--- config.mk ---
export PLATFORM = sky130hd
export DESIGN_NAME = uart_tx_fifo
export DESIGN_NICKNAME = d
export VERILOG_FILES = /design/src/rtl/uart_tx_fifo.sv
export SDC_FILE = /design/constraint.sdc
export NUM_CORES = 1
export LEC_CHECK = 0
export ABC_AREA = 1
export ABC_CLOCK_PERIOD_IN_PS = 4600
export CORE_MARGIN = 3
export CORE_UTILIZATION = 40
export CTS_CLUSTER_DIAMETER = 80
export CTS_CLUSTER_SIZE = 40
export DETAILED_ROUTE_END_ITERATION = 8
export PLACE_DENSITY = 0.52
export SLEW_MARGIN = 20
export SYNTH_ARGS = -nofsm -noshare
export SYNTH_HDL_FRONTEND = slang
export SYNTH_SLANG_ARGS = --single-unit
--- constraint.sdc ---
create_clock -name sys_clk_i -period 4.6 [get_ports sys_clk_i]
set_input_delay 0.92 -clock sys_clk_i [delete_from_list [all_inputs] [get_ports sys_clk_i]]
set_output_delay 0.92 -clock sys_clk_i [all_outputs]
set_load 0.005 [all_outputs]
--- src/rtl/uart_tx_fifo.sv ---
// Buffered UART transmitter (8N1 default): pushes land in a FIFO, FSM serialises LSB first; push-to-start-bit 2 cycles.
// No backpressure: a push while full is dropped and sets sticky ovf. Define UART_TX_PARITY_EN for an even parity bit.

module sync_fifo #(
  parameter int WIDTH = 8,
  parameter int DEPTH = 16
) (
  input  logic                     clk,
  input  logic                     rst_n,
  input  logic                     push,
  input  logic [WIDTH-1:0]         push_dat,
  input  logic                     pop,
  output logic [WIDTH-1:0]         pop_dat,
  output logic                     full,
  output logic                     empty,
  output logic [$clog2(DEPTH):0]   level
);
  localparam int AW = $clog2(DEPTH);

  logic [WIDTH-1:0] mem [DEPTH];
  logic [AW-1:0]    wr_ptr;
  logic [AW-1:0]    rd_ptr;
  logic [AW:0]      level_nxt;
  logic             push_ok;
  logic             pop_ok;

  // Full is the registered flag, so a push while full is lost even if a pop frees a slot.
  assign push_ok = push && !full;
  assign pop_ok  = pop && !empty;
  assign pop_dat = mem[rd_ptr];

  always_comb begin
    level_nxt = level;
    if (push_ok && !pop_ok)
      level_nxt = level + (AW+1)'(1);
    else if (pop_ok && !push_ok)
      level_nxt = level - (AW+1)'(1);
  end

  always_ff @(posedge clk) begin
    if (push_ok)
      mem[wr_ptr] <= push_dat;
  end

  always_ff @(posedge clk or negedge rst_n) begin
    if (!rst_n) begin
      wr_ptr <= '0;
      rd_ptr <= '0;
      level  <= '0;
      full   <= 1'b0;
      empty  <= 1'b1;
    end else begin
      if (push_ok)
        wr_ptr <= wr_ptr + AW'(1);
      if (pop_ok)
        rd_ptr <= rd_ptr + AW'(1);
      level <= level_nxt;
      full  <= (level_nxt == (AW+1)'(DEPTH));
      empty <= (level_nxt == '0);
    end
  end
endmodule

module uart_tx_fifo #(
  parameter int CLK_HZ     = 100_000_000,
  parameter int BAUD       = 115_200,
  parameter int DATA_BITS  = 8,
  parameter int STOP_BITS  = 1,
  parameter int FIFO_DEPTH = 16
) (
  input  logic                          sys_clk_i,
  input  logic                          sys_rstn_i,
  input  logic                          uart_wr_i,
  input  logic [DATA_BITS-1:0]          uart_dat_i,
  output logic                          uart_full_o,
  output logic                          uart_empty_o,
  output logic [$clog2(FIFO_DEPTH):0]   uart_level_o,
  output logic                          uart_busy_o,
  output logic                          uart_ovf_o,
  input  logic                          uart_ovf_clr_i,
  output logic                          uart_tx
);
  localparam int DIV = CLK_HZ / BAUD;
  localparam int CW  = ($clog2(DIV) < 1) ? 1 : $clog2(DIV);
  localparam int BW  = $clog2(DATA_BITS);

  if (DIV < 2) begin : g_div_chk
    $error("uart_tx_fifo: CLK_HZ/BAUD must be at least 2");
  end
  if (DATA_BITS < 5 || DATA_BITS > 8) begin : g_data_chk
    $error("uart_tx_fifo: DATA_BITS must be 5..8");
  end
  if (STOP_BITS < 1 || STOP_BITS > 2) begin : g_stop_chk
    $error("uart_tx_fifo: STOP_BITS must be 1 or 2");
  end
  if (FIFO_DEPTH < 2 || (FIFO_DEPTH & (FIFO_DEPTH - 1)) != 0) begin : g_depth_chk
    $error("uart_tx_fifo: FIFO_DEPTH must be a power of two >= 2");
  end

`ifdef UART_TX_PARITY_EN
  typedef enum logic [2:0] {IDLE, START, DATA, PARITY, STOP} state_t;
`else
  typedef enum logic [2:0] {IDLE, START, DATA, STOP} state_t;
`endif

  state_t                state, state_nxt;
  logic [CW-1:0]         baud_cnt, baud_cnt_nxt;
  logic [BW-1:0]         bit_cnt, bit_cnt_nxt;
  logic [DATA_BITS-1:0]  shreg, shreg_nxt;
  logic [DATA_BITS-1:0]  head;
  logic                  tx_nxt;
  logic                  pop;
  logic                  tick;
`ifdef UART_TX_PARITY_EN
  logic                  par, par_nxt;
`endif

  sync_fifo #(
    .WIDTH (DATA_BITS),
    .DEPTH (FIFO_DEPTH)
  ) u_fifo (
    .clk      (sys_clk_i),
    .rst_n    (sys_rstn_i),
    .push     (uart_wr_i),
    .push_dat (uart_dat_i),
    .pop      (pop),
    .pop_dat  (head),
    .full     (uart_full_o),
    .empty    (uart_empty_o),
    .level    (uart_level_o)
  );

  assign tick        = (baud_cnt == CW'(DIV - 1));
  assign uart_busy_o = (state != IDLE) || !uart_empty_o;

  always_comb begin
    state_nxt    = state;
    baud_cnt_nxt = baud_cnt;
    bit_cnt_nxt  = bit_cnt;
    shreg_nxt    = shreg;
    tx_nxt       = 1'b1;
    pop          = 1'b0;
`ifdef UART_TX_PARITY_EN
    par_nxt      = par;
`endif
    case (state)
      IDLE: begin
        if (!uart_empty_o) begin
          pop          = 1'b1;
          shreg_nxt    = head;
`ifdef UART_TX_PARITY_EN
          par_nxt      = ^head;
`endif
          baud_cnt_nxt = '0;
          state_nxt    = START;
        end
      end
      START: begin
        tx_nxt       = 1'b0;
        baud_cnt_nxt = baud_cnt + CW'(1);
        if (tick) begin
          baud_cnt_nxt = '0;
          bit_cnt_nxt  = '0;
          state_nxt    = DATA;
        end
      end
      DATA: begin
        tx_nxt       = shreg[0];
        baud_cnt_nxt = baud_cnt + CW'(1);
        if (tick) begin
          baud_cnt_nxt = '0;
          shreg_nxt    = shreg >> 1;
          if (bit_cnt == BW'(DATA_BITS - 1)) begin
            bit_cnt_nxt = '0;
`ifdef UART_TX_PARITY_EN
            state_nxt   = PARITY;
`else
            state_nxt   = STOP;
`endif
          end else begin
            bit_cnt_nxt = bit_cnt + BW'(1);
          end
        end
      end
`ifdef UART_TX_PARITY_EN
      PARITY: begin
        tx_nxt       = par;
        baud_cnt_nxt = baud_cnt + CW'(1);
        if (tick) begin
          baud_cnt_nxt = '0;
          bit_cnt_nxt  = '0;
          state_nxt    = STOP;
        end
      end
`endif
      STOP: begin
        baud_cnt_nxt = baud_cnt + CW'(1);
        if (tick) begin
          baud_cnt_nxt = '0;
          if (bit_cnt == BW'(STOP_BITS - 1)) begin
            bit_cnt_nxt = '0;
            // Chain straight into the next start bit so queued bytes leave no idle gap.
            if (!uart_empty_o) begin
              pop       = 1'b1;
              shreg_nxt = head;
`ifdef UART_TX_PARITY_EN
              par_nxt   = ^head;
`endif
              state_nxt = START;
            end else begin
              state_nxt = IDLE;
            end
          end else begin
            bit_cnt_nxt = bit_cnt + BW'(1);
          end
        end
      end
      default: state_nxt = IDLE;
    endcase
  end

  always_ff @(posedge sys_clk_i or negedge sys_rstn_i) begin
    if (!sys_rstn_i) begin
      state    <= IDLE;
      baud_cnt <= '0;
      bit_cnt  <= '0;
      shreg    <= '0;
      uart_tx  <= 1'b1;
`ifdef UART_TX_PARITY_EN
      par      <= 1'b0;
`endif
    end else begin
      state    <= state_nxt;
      baud_cnt <= baud_cnt_nxt;
      bit_cnt  <= bit_cnt_nxt;
      shreg    <= shreg_nxt;
      uart_tx  <= tx_nxt;
`ifdef UART_TX_PARITY_EN
      par      <= par_nxt;
`endif
    end
  end

  always_ff @(posedge sys_clk_i or negedge sys_rstn_i) begin
    if (!sys_rstn_i)
      uart_ovf_o <= 1'b0;
    else if (uart_wr_i && uart_full_o)
      uart_ovf_o <= 1'b1;
    else if (uart_ovf_clr_i)
      uart_ovf_o <= 1'b0;
  end
endmodule
* Yosys cells after proc, flatten, opt, wreduce, memory -nomap -nowiden
Memories as Yosys holds them, arrays and structs flattened.
Index checks and enable logic that the tools add are counted.
** Storage, ports and cells
- Register bits after elaboration :: 41
- Memory bits (writable) :: 128
- Bits of input ports :: 12
- Output and inout port bits :: 10
- Logic and storage cells :: 86
- Memories :: 1
** Operators by class
- $add $sub $neg :: 6
- Equal/unequal tests :: 12
- Mux-type cells :: 33
- Reductions and logical operators :: 23
** Memory list
- u_fifo.mem :: words 16, width 8, rd ports 1, clocked after Yosys merged registers in 0, write ports 1, line 20 : logic [WIDTH-1:0] mem [DEPTH];
** Operators with widths (number)
- two-way mux 3 bit :: 11
- two-way mux 8 bit :: 4
- one-hot mux 8 bit (3 select lines) :: 1
- two-way mux 10 bit :: 2
- one-hot mux 10 bit (2 select lines) :: 1
- inequality test 2 bit (second input constant) :: 6
- one-hot mux 3 bit (4 select lines) :: 1
- adder 10 x 1 -> 10 bit (second input constant) :: 1
- equality test 10 bit (second input constant) :: 1
- two-way mux 5 bit :: 2
- one-hot mux 3 bit (3 select lines) :: 1
- nonzero test 3 bit :: 3
- adder 4 x 1 -> 4 bit (second input constant) :: 2
- two-way mux 1 bit :: 8
- AND reduction 4 bit :: 2
- equality test 3 x 2 -> 1 bit (second input constant) :: 2
- logical NOT 3 bit :: 2
- AND reduction 6 bit :: 1
- adder 5 x 1 -> 5 bit (second input constant) :: 1
- equality test 5 bit (second input constant) :: 1
- logical AND 1 bit :: 5
- logical NOT 5 bit :: 1
- subtractor 5 x 1 -> 5 bit (second input constant) :: 1
- logical NOT 1 bit :: 4
- other kinds (8) :: 10

* Longest topological paths before layout
- Word-level depth :: 9
- Mapped depth :: 14

* By module
From an unflattened synthesis, not the netlist that was laid out.
** Unflattened totals
- Cell total of the unflattened synthesis :: 713
- Area total of the unflattened synthesis :: 7582.3 um2
** By module, submodules not included
- sync_fifo :: instances 1, cells an instance 501, area each 5999.5 um2, sequential area each 4220.3 um2
- uart_tx_fifo :: instances 1, cells an instance 212, area each 1582.8 um2, sequential area each 626.9 um2

* Least setup slack after synthesis
No wires, ideal clock.
- Path type :: input port to flip-flop
- Start :: input port uart_wr_i
- End :: memory u_fifo.mem[11][0] (enable)
- Arrival :: 1.764 ns
- Slack :: 2.465 ns
- Stages :: 4
- Path buffers :: 0
- Cell sequence :: inv_1 > nor2_4 > nand2_1 > nor2_1
** Between the ends
- Cells in the longest elaborated chain, start to end :: 3
** Ends and longest elaborated chain
- start: declaration :: line 73 : input logic uart_wr_i,
- logical AND 1 bit :: line 28 : assign push_ok = push && !full;
- two-way mux 1 bit :: line 41 : if (push_ok)
- two-way mux 1 bit (implied by the code) :: line 42 : mem[wr_ptr] <= push_dat;
- end: declaration :: line 20
Every way passes these cells.

* Worst setup path after layout
- Start :: register state[0]
- End :: output port uart_busy_o
** Between the ends
- Cells in the longest elaborated chain, start to end :: 2
** Ends and longest elaborated chain
- start: declaration :: line 106 : state_t state, state_nxt;
- start signal: assignment :: line 233 : state <= state_nxt;
- nonzero test 3 bit :: line 134 : assign uart_busy_o = (state != IDLE) || !uart_empty_o;
- logical OR 1 bit :: line 134
- end: declaration :: line 78 : output logic uart_busy_o,
Every way passes these cells.

==> flow_metrics.env <==
export IMPL_outcome="completed"
export IMPL_power_density_nw_per_um2=450
export IMPL_finClkSkew_ps=9.00
export IMPL_clk_latency_ps=430
export IMPL_r2r_start="u_fifo.rd_ptr[0]"
export IMPL_hold_buffers=0
export IMPL_route_vias_total=4854
export IMPL_cts_root_buf="clkbuf_16"
export IMPL_cts_setup_buffers=0
export IMPL_syn_inst=630
export IMPL_numCtsBuffers=17
export IMPL_netlist_area_leader_share=0.528
export IMPL_synth_edf_count=128
export IMPL_drive_gt1_frac=0.0881
export IMPL_endpoint_kind="output pin"
export IMPL_wirelength_microns=17700
export IMPL_path_cells="inv_1 > ha_1 > nand2_1 > clkdlybuf4s50_1"
export IMPL_cts_tree="done"
export IMPL_drv_cap=0
export IMPL_nFillCells=1617
export IMPL_synth_top_family_by_area="simple AND/OR/NAND/NOR gates"
export IMPL_clockBufferDepth=2
export IMPL_dieWidth_microns=141
export IMPL_fmax_mhz=347
export IMPL_final_antenna_net_count=0
export IMPL_port_buffers=21
export IMPL_die_area_sq_um=19900
export IMPL_finalCritPeriodShare=0.627
export IMPL_wirelength_met1_microns=7990
export IMPL_netlist_area_sq_um=7280
export IMPL_timing_hold_ws_ps=481
export IMPL_design_area_sq_um=8210
export IMPL_initial_core_util=0.415
export IMPL_remaining_drc_errors=0
export IMPL_synthArstFlopShare=0.238
export IMPL_hold_viol=0
export IMPL_synth_distinct_cells=41
export IMPL_ir_drop_mv=0.310
export IMPL_r2r_slack_ps=1900
export IMPL_synth_seq_area_share=0.666
export IMPL_startpoint="state[0]"
export IMPL_cp_num_cells=4
export IMPL_yosys_most_used_dff="edfxtp_1"
export IMPL_arrival_ps=1960
export IMPL_crit_path_end="uart_busy_o"
export IMPL_synth_fa_ha_area_frac=0.0258
export IMPL_setup_viol=0
export IMPL_num_antenna_cells=0
export IMPL_min_from="shreg[0]"
export IMPL_place_gp_congestion=0.897
export IMPL_min_path_type="flip-flop to flip-flop"
export IMPL_drv_slew=0
export IMPL_fin_crit_ps=2880
export IMPL_ys_top_cells_by_count="edfxtp_1 (128), nor2_1 (92), o21ai_0 (81)"
export IMPL_avgSynthCellArea_sq_um=11.6
export IMPL_clk_pin_slew_worst_paths_ps=70
export IMPL_area_growth_syn_to_layout_pct=12.7
export IMPL_synthMuxAreaShare=0
export IMPL_cp_max_fo=9
export IMPL_final_net_count=672
export IMPL_synth_compound_area_frac=0.120
export IMPL_worst_pin_slew_ps=994
export IMPL_cp_num_buf_inv=2
export IMPL_antenna_found_initial=0
export IMPL_required_ps=3680
export IMPL_path_class="flip-flop to output pin"
export IMPL_rr_endpoint="shreg[0]"
export IMPL_ys_ff_latch=168
export IMPL_rsz0062_at_grt="no"
export IMPL_wl_met3_microns=1040
export IMPL_synth_area_leader_cell="edfxtp_1"
export IMPL_rows=48
export IMPL_grt_pass1_wl_microns=27300
export IMPL_drtIter0Drc=392
export IMPL_wl_met2_microns=8310
export IMPL_track_usage=0.182
export IMPL_place_hpwl_microns=11300
export IMPL_grt_max_degree=69
export IMPL_grt_pass1_vias=4773
export IMPL_critPathLaunchType="flip-flop"
export IMPL_cts_max_level=4
export IMPL_synth_xor_area_frac=0.0168
export IMPL_synth_warnings=0
export IMPL_ys_top_cells_by_area="edfxtp_1 (53%), dfrtp_1 (13%), o21ai_0 (5.6%), nor2_1 (4.7%), nand2_1 (3.2%)"
export IMPL_utilization=0.468
export IMPL_avgRoutedWirePerCell_microns=20.0
export IMPL_setup_tns_ps=0
export IMPL_num_io_pins=22
export IMPL_p_leak_uw=0.00296
export IMPL_die_h_microns=141
export IMPL_coreArea_sq_um=17500
export IMPL_relSlewSlack=0.337
export IMPL_via_per_inst=5.50
export IMPL_crit_family="buffers and inverters"
export IMPL_syn_nets=657
export IMPL_ff2ff_path_depth=8
export IMPL_yosys_area_share_simple=0.130
export IMPL_ctsResizeCount=0
export IMPL_overflow=0
export IMPL_top_layer="met4"
export IMPL_slowest_delay_ps=570
export IMPL_first_pass_iters=4
export IMPL_crit_slowest_cell="clkdlybuf4s50_1"
export IMPL_cts_sinks=168
export IMPL_yosysMostFrequentCell="edfxtp_1"
export IMPL_place_area_sq_um=7660
worst min-delay path, stage by stage (launching register included):
cell     delay (ps)
dfrtp_1         350
nand2_1          50
nand2_1          50
layout make-up:
class / count / area, sq um / share of cell area
sequential: 168 / 4850 / 0.591
multi-input combinational: 387 / 2130 / 0.260
clock buffer: 19 / 433 / 0.0528
tap: 225 / 282 / 0.0343
timing repair buffer: 23 / 220 / 0.0268
inverter: 48 / 180 / 0.0220
clock inverter: 13 / 110 / 0.0134
cells by family (layout without fill, tap and decap cells):
group           Yosys count  in the layout
simple gates            211            211
buf+inv                  75            103
xor+xnor                 14             14
fa+ha+maj                15             15
compound gates          147            147
flops                   168            168
per-layer routing:
layer,GRT usage,up-vias
met5,0,-
met4,0.0561,0
met3,0.0512,28
met2,0.279,148
met1,0.255,2410
li1,-,2268
power by group:
part	total (uW)	internal, uW	switching [uW]
Clock	1340	709	635
Combinational	465	160	305
Sequential	1890	1800	87.0
stage by stage:
| stage | worst slack, ps | instances | power (uW) |
|---|---|---|---|
| global placement | 1610 | 851 | 2380 |
| finish | 1720 | 883 | 3690 |
| detailed placement | 1490 | 851 | 2380 |
| CTS | 1710 | 883 | 3710 |
| global route | 1560 | 883 | 3850 |
| floorplan | 2470 | 630 | 2170 |
flip-flops by register name, indices dropped and copies added (netlist names):
name           cells
u_fifo.mem       128
baud_cnt          10
shreg              8
u_fifo.level       5
u_fifo.rd_ptr      4
u_fifo.wr_ptr      4
bit_cnt            3
state              2
u_fifo.empty       1
u_fifo.full        1
uart_ovf_o         1
uart_tx            1
worst min-delay path by stage:
| stage | end | slack (ps) | depth (start not counted) |
|---|---|---|---|
| 5_1_grt | shreg[0] | 530 | 2 |
| 4_1_cts | shreg[0] | 480 | 2 |
| 3_5_place_dp | shreg[0] | 470 | 2 |
| 6_report | shreg[0] | 480 | 2 |
| 3_3_place_gp | shreg[0] | 470 | 2 |
| 2_1_floorplan | shreg[0] | 450 | 2 |
cell usage in the layout (no fill, tap or decap), types with 6 or more instances in the layout:
master | netlist | layout
a21oi_1 | 15 | 15
clkbuf_16 | 0 | 17
clkdlybuf4s50_1 | 0 | 20
dfrtp_1 | 38 | 37
edfxtp_1 | 128 | 128
ha_1 | 15 | 15
inv_1 | 44 | 44
inv_6 | 0 | 6
nand2_1 | 63 | 63
nand3_1 | 31 | 31
nor2_1 | 92 | 92
o211ai_1 | 13 | 13
o21ai_0 | 81 | 81
o221ai_1 | 18 | 18
o22ai_1 | 9 | 9
xor2_1 | 14 | 14
No activity file was read; power rests on OpenSTA's default activity.
